### src/rtl/rv_iopmp_pkg.sv
// Shared IOPMP types: access kinds seen by the matcher and the check-arbiter FSM states.
package rv_iopmp_pkg;

  typedef enum logic [1:0] {
    ACCESS_NONE    = 2'd0,
    ACCESS_READ    = 2'd1,
    ACCESS_WRITE   = 2'd2,
    ACCESS_EXECUTE = 2'd3
  } access_t;

  typedef enum logic [2:0] {
    IDLE  = 3'd0,
    ISSUE = 3'd1,
    WAIT  = 3'd2,
    RESP  = 3'd3,
    DRAIN = 3'd4
  } arb_state_e;

endpackage

### src/rtl/rv_iopmp_rr_arbiter.sv
// Combinational round-robin pick: first requesting index at or after ptr, wrapping.
module rv_iopmp_rr_arbiter #(
  parameter int NUM_CHANNELS = 2,
  localparam int IDX_W = (NUM_CHANNELS > 1) ? $clog2(NUM_CHANNELS) : 1
) (
  input  logic [NUM_CHANNELS-1:0] req,
  input  logic [IDX_W-1:0]        ptr,
  output logic [NUM_CHANNELS-1:0] grant,
  output logic [IDX_W-1:0]        idx,
  output logic                    any
);

  int cand;

  always_comb begin
    grant = '0;
    idx   = '0;
    any   = 1'b0;
    cand  = 0;
    // Scan farthest-first so the last hit is the one closest to the pointer.
    for (int k = NUM_CHANNELS - 1; k >= 0; k--) begin
      cand = int'(ptr) + k;
      if (cand >= NUM_CHANNELS) cand = cand - NUM_CHANNELS;
      if (req[IDX_W'(cand)]) begin
        idx = IDX_W'(cand);
        any = 1'b1;
      end
    end
    if (any) grant[idx] = 1'b1;
  end

endmodule

### src/rtl/rv_iopmp_check_arbiter.sv
// Shares one IOPMP matching engine among several requesters: round-robin grant,
// request latch, response routing and a watchdog that denies unanswered checks.
module rv_iopmp_check_arbiter
  import rv_iopmp_pkg::*;
#(
  parameter int NUM_CHANNELS   = 2,
  parameter int ADDR_WIDTH     = 64,
  parameter int DATA_WIDTH     = 64,
  parameter int SID_WIDTH      = 8,
  parameter int TIMEOUT_CYCLES = 256,
  localparam int NBW = $clog2(DATA_WIDTH / 8) + 1
) (
  input  logic                                   clk_i,
  input  logic                                   rst_ni,
  input  logic [NUM_CHANNELS-1:0]                chan_req_valid_i,
  output logic [NUM_CHANNELS-1:0]                chan_req_ready_o,
  input  logic [NUM_CHANNELS-1:0][ADDR_WIDTH-1:0] chan_addr_i,
  input  logic [NUM_CHANNELS-1:0][ADDR_WIDTH-1:0] chan_total_length_i,
  input  logic [NUM_CHANNELS-1:0][NBW-1:0]       chan_num_bytes_i,
  input  logic [NUM_CHANNELS-1:0][SID_WIDTH-1:0] chan_sid_i,
  input  access_t [NUM_CHANNELS-1:0]             chan_access_type_i,
  output logic [NUM_CHANNELS-1:0]                chan_rsp_valid_o,
  output logic [NUM_CHANNELS-1:0]                chan_rsp_allow_o,
  output logic [NUM_CHANNELS-1:0]                chan_rsp_timeout_o,
  output logic                                   transaction_en_o,
  output logic [ADDR_WIDTH-1:0]                  addr_o,
  output logic [ADDR_WIDTH-1:0]                  total_length_o,
  output logic [NBW-1:0]                         num_bytes_o,
  output logic [SID_WIDTH-1:0]                   sid_o,
  output access_t                                access_type_o,
  input  logic                                   ready_i,
  input  logic                                   valid_i,
  input  logic                                   allow_transaction_i,
  output logic                                   busy_o,
  output logic                                   timeout_o
);

  localparam int IDX_W = (NUM_CHANNELS > 1) ? $clog2(NUM_CHANNELS) : 1;
  localparam int CNT_W = (TIMEOUT_CYCLES > 0) ? $clog2(TIMEOUT_CYCLES + 1) : 1;
  localparam bit WD_EN = (TIMEOUT_CYCLES > 0);
  localparam logic [CNT_W-1:0] CNT_LAST = CNT_W'((TIMEOUT_CYCLES > 0) ? TIMEOUT_CYCLES - 1 : 0);

  arb_state_e state_q, state_d;
  logic [IDX_W-1:0]      ptr_q, idx_q;
  logic [CNT_W-1:0]      cnt_q;
  logic [ADDR_WIDTH-1:0] addr_q, len_q;
  logic [NBW-1:0]        nb_q;
  logic [SID_WIDTH-1:0]  sid_q;
  access_t               acc_q;
  logic                  allow_q, tmo_q;

  logic [NUM_CHANNELS-1:0] arb_grant;
  logic [IDX_W-1:0]        arb_idx;
  logic                    arb_any;
  logic                    wd_expire;

  function automatic logic [IDX_W-1:0] ptr_after(input logic [IDX_W-1:0] g);
    if (NUM_CHANNELS == 1) return '0;
    return (int'(g) == NUM_CHANNELS - 1) ? '0 : g + 1'b1;
  endfunction

  function automatic logic [CNT_W-1:0] cnt_sat_inc(input logic [CNT_W-1:0] c);
    return (c == '1) ? c : c + 1'b1;
  endfunction

  rv_iopmp_rr_arbiter #(
    .NUM_CHANNELS(NUM_CHANNELS)
  ) u_rr (
    .req  (chan_req_valid_i),
    .ptr  (ptr_q),
    .grant(arb_grant),
    .idx  (arb_idx),
    .any  (arb_any)
  );

  assign wd_expire = WD_EN && (cnt_q == CNT_LAST);

  always_ff @(posedge clk_i or negedge rst_ni) begin
    if (!rst_ni) begin
      state_q <= IDLE;
      ptr_q   <= '0;
      idx_q   <= '0;
      cnt_q   <= '0;
      addr_q  <= '0;
      len_q   <= '0;
      nb_q    <= '0;
      sid_q   <= '0;
      acc_q   <= ACCESS_NONE;
      allow_q <= 1'b0;
      tmo_q   <= 1'b0;
    end else begin
      state_q <= state_d;
      case (state_q)
        IDLE: begin
          if (arb_any) begin
            idx_q  <= arb_idx;
            ptr_q  <= ptr_after(arb_idx);
            addr_q <= chan_addr_i[arb_idx];
            len_q  <= chan_total_length_i[arb_idx];
            nb_q   <= chan_num_bytes_i[arb_idx];
            sid_q  <= chan_sid_i[arb_idx];
            acc_q  <= chan_access_type_i[arb_idx];
          end
        end
        ISSUE: if (ready_i) cnt_q <= '0;
        WAIT: begin
          // A result arriving in the expiry cycle still counts as a real answer.
          if (valid_i) begin
            allow_q <= allow_transaction_i;
            tmo_q   <= 1'b0;
          end else if (wd_expire) begin
            allow_q <= 1'b0;
            tmo_q   <= 1'b1;
          end else begin
            cnt_q <= cnt_sat_inc(cnt_q);
          end
        end
        RESP: if (tmo_q) cnt_q <= '0;
        DRAIN: if (!valid_i && !wd_expire) cnt_q <= cnt_sat_inc(cnt_q);
        default: ;
      endcase
    end
  end

  always_comb begin
    state_d            = state_q;
    chan_req_ready_o   = '0;
    chan_rsp_valid_o   = '0;
    chan_rsp_allow_o   = '0;
    chan_rsp_timeout_o = '0;
    unique case (state_q)
      IDLE:    if (arb_any) state_d = ISSUE;
      ISSUE:   if (ready_i) state_d = WAIT;
      WAIT:    if (valid_i || wd_expire) state_d = RESP;
      RESP:    state_d = tmo_q ? DRAIN : IDLE;
      DRAIN:   if (valid_i || wd_expire) state_d = IDLE;
      default: state_d = IDLE;
    endcase
    // Grant is combinational from the request lines, so hold it off while in reset.
    if (state_q == IDLE && rst_ni) chan_req_ready_o = arb_grant;
    for (int i = 0; i < NUM_CHANNELS; i++) begin
      if (state_q == RESP && idx_q == IDX_W'(i)) begin
        chan_rsp_valid_o[i]   = 1'b1;
        chan_rsp_allow_o[i]   = allow_q;
        chan_rsp_timeout_o[i] = tmo_q;
      end
    end
  end

  assign transaction_en_o = (state_q == ISSUE);
  assign busy_o           = (state_q != IDLE);
  assign timeout_o        = (state_q == RESP) && tmo_q;
  assign addr_o           = addr_q;
  assign total_length_o   = len_q;
  assign num_bytes_o      = nb_q;
  assign sid_o            = sid_q;
  assign access_type_o    = acc_q;

endmodule

### config.mk
export PLATFORM = sky130hd
export DESIGN_NAME = rv_iopmp_check_arbiter
export DESIGN_NICKNAME = d
export VERILOG_FILES = /design/src/rtl/rv_iopmp_pkg.sv /design/src/rtl/rv_iopmp_rr_arbiter.sv /design/src/rtl/rv_iopmp_check_arbiter.sv
export SDC_FILE = /design/constraint.sdc
export NUM_CORES = 1
export LEC_CHECK = 0
export CAP_MARGIN = 20
export CORE_AREA = 2 2 170 172
export CTS_CLUSTER_DIAMETER = 50
export CTS_CLUSTER_SIZE = 25
export DETAILED_ROUTE_END_ITERATION = 6
export DIE_AREA = 0 0 172 174
export GPL_TIMING_DRIVEN = 0
export PLACE_DENSITY = 0.71
export RECOVER_POWER = 50
export SLEW_MARGIN = 20
export SYNTH_ARGS = -nofsm -noshare
export SYNTH_HDL_FRONTEND = slang
export SYNTH_HIERARCHICAL = 1
export SYNTH_SLANG_ARGS = --single-unit
### constraint.sdc
create_clock -name clk_i -period 5.41 [get_ports clk_i]
set_clock_uncertainty 0.15 [all_clocks]
set_input_delay 1.3525 -clock clk_i [delete_from_list [all_inputs] [get_ports clk_i]]
set_output_delay 1.3525 -clock clk_i [all_outputs]
set_load 0.05 [all_outputs]
==> out/results.ini <==
[pwr]
p_seq_frac=0.256
clkPwrFrac=0.161
swShare=0.492
switching_power_mw=3.95
combPwrFrac=0.583
ir_drop_uv=223
intPower_mw=4.08
power_density_nw_per_um2=614
power.leakage_nw=5.49

[grt]
antenna_found_initial=0
grt_pass1_vias=7269
grt_start_max_net_pins=89
grt-ovfl-total=0
groute.usage.overall=0.177
grt_pass1_wl_um=40500

[clocking]
clk_path_buf_depth=2
post-cts-setup-buffer-count=0
cts-hold-fix-buffers=0
cts_made_buffers=17
root_buffer=clkbuf_16
clk_latency_ns=0.42
cts_resized=0
cts_tree=yes
htreeDepth=4
clk_pin_slew_worst_paths_ns=0.06
clock_sinks=158

[timing]
tightest_slew_ns=0.844
min_period_ns=4.77
rsz0062_at_grt=false
setup_tns_ns=0
min_period_over_period=0.882
finalHoldViolCount=0
clock.fmax_mhz=210
finalMaxSlewViolations=0
setup_violations=0
slew_headroom=0.438

[worst_setup_path]
critPathLaunchType=primary input
crit_family=buffers and inverters
crit_fanout=88
r2r_cells=7
arrival_ns=3.27
regToRegSetupSlack_ns=2.36
r2r_start=cnt_q[0]
setup.worst_path.end_class=primary output
worstPathCellList=buf_8 > buf_16 > and3_1 > clkdlybuf4s50_1
required_ns=3.91
crit_type=primary input to primary output
cpPeakStageDelay_ns=0.82
cp.buffers_inverters=3
crit_slowest_cell=clkdlybuf4s50_1
r2r-end=cnt_q[8]

[min_path]
min_delay_path_depth=2
hold_path_class=flip-flop to flip-flop
min_from=addr_o[2]
hold_end=addr_o[2]

[routing]
detail-route-antenna-nets=0
dr.pass1.iters=4
drc=0
wl_per_cell_um=17.3
dr.first_iter.drc_count=278
vias=7086
wl_um=27300
vias_per_cell=4.48

[yosys]
yosysSeqAreaShare=0.525
yosys_warnings=6
synthesis.instances=723
synth_seq_cells=158
synth_edf_count=0
syn_avg_cell_area_um2=10.4
ys_async_sr_fraction=1.00
synth_ff_type=dfrtp_1
synth_nets=1017
synth_area_um2=7530
ys_types=45

[final_layout]
post-route-util=0.463
layout.nets=1479
area_growth_pct=73.4
antennaDiodeCount=0
fill_cells=2711
layout_common_cells=378 x clkdlybuf4s50_1, 158 x dfrtp_1, 149 x nand2_1
drive_gt1_frac=0.0476
layout_commonest_cell=clkdlybuf4s50_1

[place]
gp_congestion=0.800
numPortBuffers=442
dp_hpwl_um=21600

[floorplan]
dieArea_um2=29900
die_w_um=172
ios=444
die_h_um=174
core_area_um2=28200
rows=62
start_util=0.267

[flow_run]
cap_violations=0

[status]
outcome=finished clean

[per-layer routing]
metal	wire (um)	GRT usage	vias to the layer above
met5	0	0	-
met4	350	0.0396	0
met3	2110	0.0458	22
met2	13900	0.319	292
met1	11000	0.210	3334
li1	-	-	3438
[worst max path at each step]
stage	from	end	slack, ns	cells past startpoint
global placement	rst_ni	chan_req_ready_o[0]	-4.84	3
floorplan	state_q[0]	chan_rsp_allow_o[0]	1.76	4
CTS	rst_ni	chan_req_ready_o[1]	0.57	4
detailed placement	rst_ni	chan_req_ready_o[1]	0.57	4
global route	rst_ni	chan_req_ready_o[1]	0.47	4
finish	rst_ni	chan_req_ready_o[1]	0.64	4
[synth_stat cells, types with 2 or more instances]
cell type	n	share of area
dfrtp_1	158	0.52
nand2_1	149	0.074
mux2i_1	145	0.19
o21ai_1	129	0.086
clkbuf_1	24	0.012
buf_6	17	0.025
o21ai_0	15	0.010
inv_1	11	0.0055
buf_1	6	0.0030
nand3_1	5	0.0033
a21oi_1	4	0.0027
and3_1	4	0.0033
nor2_1	4	0.0020
buf_2	3	0.0020
buf_4	3	0.0030
ha_1	3	0.0050
nand4_1	3	0.0025
nor3_1	3	0.0020
o2111ai_1	3	0.0035
o211ai_1	3	0.0030
or3_1	3	0.0025
or4_1	3	0.0030
and2_1	2	0.0017
o221ai_1	2	0.0023
[sequential cells by signal, summed over array words and instances, names as in the netlist]
| name | cells |
|---|---|
| num_bytes_o | 4 |
| cnt_q | 9 |
| ptr_q | 1 |
| tmo_q | 1 |
| addr_o | 64 |
| allow_q | 1 |
| access_type_o | 2 |
| idx_q | 1 |
| state_q | 3 |
| total_length_o | 64 |
| sid_o | 8 |
[cell type report]
| type | count | area [um^2] | area share |
|---|---|---|---|
| Timing Repair Buffer | 443 | 4460 | 0.341 |
| Sequential cell | 158 | 3950 | 0.303 |
| Multi-Input combinational cell | 501 | 3190 | 0.244 |
| Tap cell | 384 | 480 | 0.0368 |
| Clock buffer | 19 | 433 | 0.0331 |
| Buffer | 53 | 327 | 0.0250 |
| Clock inverter | 12 | 186 | 0.0143 |
| Inverter | 11 | 41.3 | 0.00316 |
[worst register-to-register path: cells and delay by family (launching register included)]
family | cells | cell delay [ns]
compound gates | 1 | 0.69
fa+ha+maj | 2 | 0.49
flops | 1 | 0.42
mux | 1 | 0.41
simple gates | 3 | 0.78
[kinds of logic (layout without fill, tap and decap cells)]
group                    Yosys count  in the layout  synth area share
adder cells (fa/ha/maj)            3              3           0.00498
XOR/XNOR                           2              2           0.00233
flip-flops                       158            158             0.525
AO/OA/AOI/OAI                    162            162             0.114
multiplexers                     147            147             0.196
buffers and inverters             64            538            0.0508
AND/OR/NAND/NOR                  187            187             0.107
[metrics by stage]
step	cell area (um^2)	cells	worst slack [ns]	hold WS, ns	power (mW)
global placement	12400	1549	-4.84	0.313	6.83
global route	13100	1581	0.470	0.351	8.45
CTS	13100	1581	0.571	0.334	8.21
floorplan	7530	723	1.76	0.311	5.08
detailed placement	12500	1550	0.567	0.319	6.89
finish	13100	1581	0.639	0.323	8.03
[power groups by stage]
stage / Combinational (mW) / Sequential (mW) / Clock (mW)
global placement: 4.77 / 2.06 / 0
floorplan: 1.26 / 3.82 / 0
detailed placement: 4.81 / 2.08 / 0
global route: 4.94 / 2.13 / 1.38
finish: 4.68 / 2.06 / 1.30
CTS: 4.82 / 2.07 / 1.33
(Power assumes the default switching activity.)
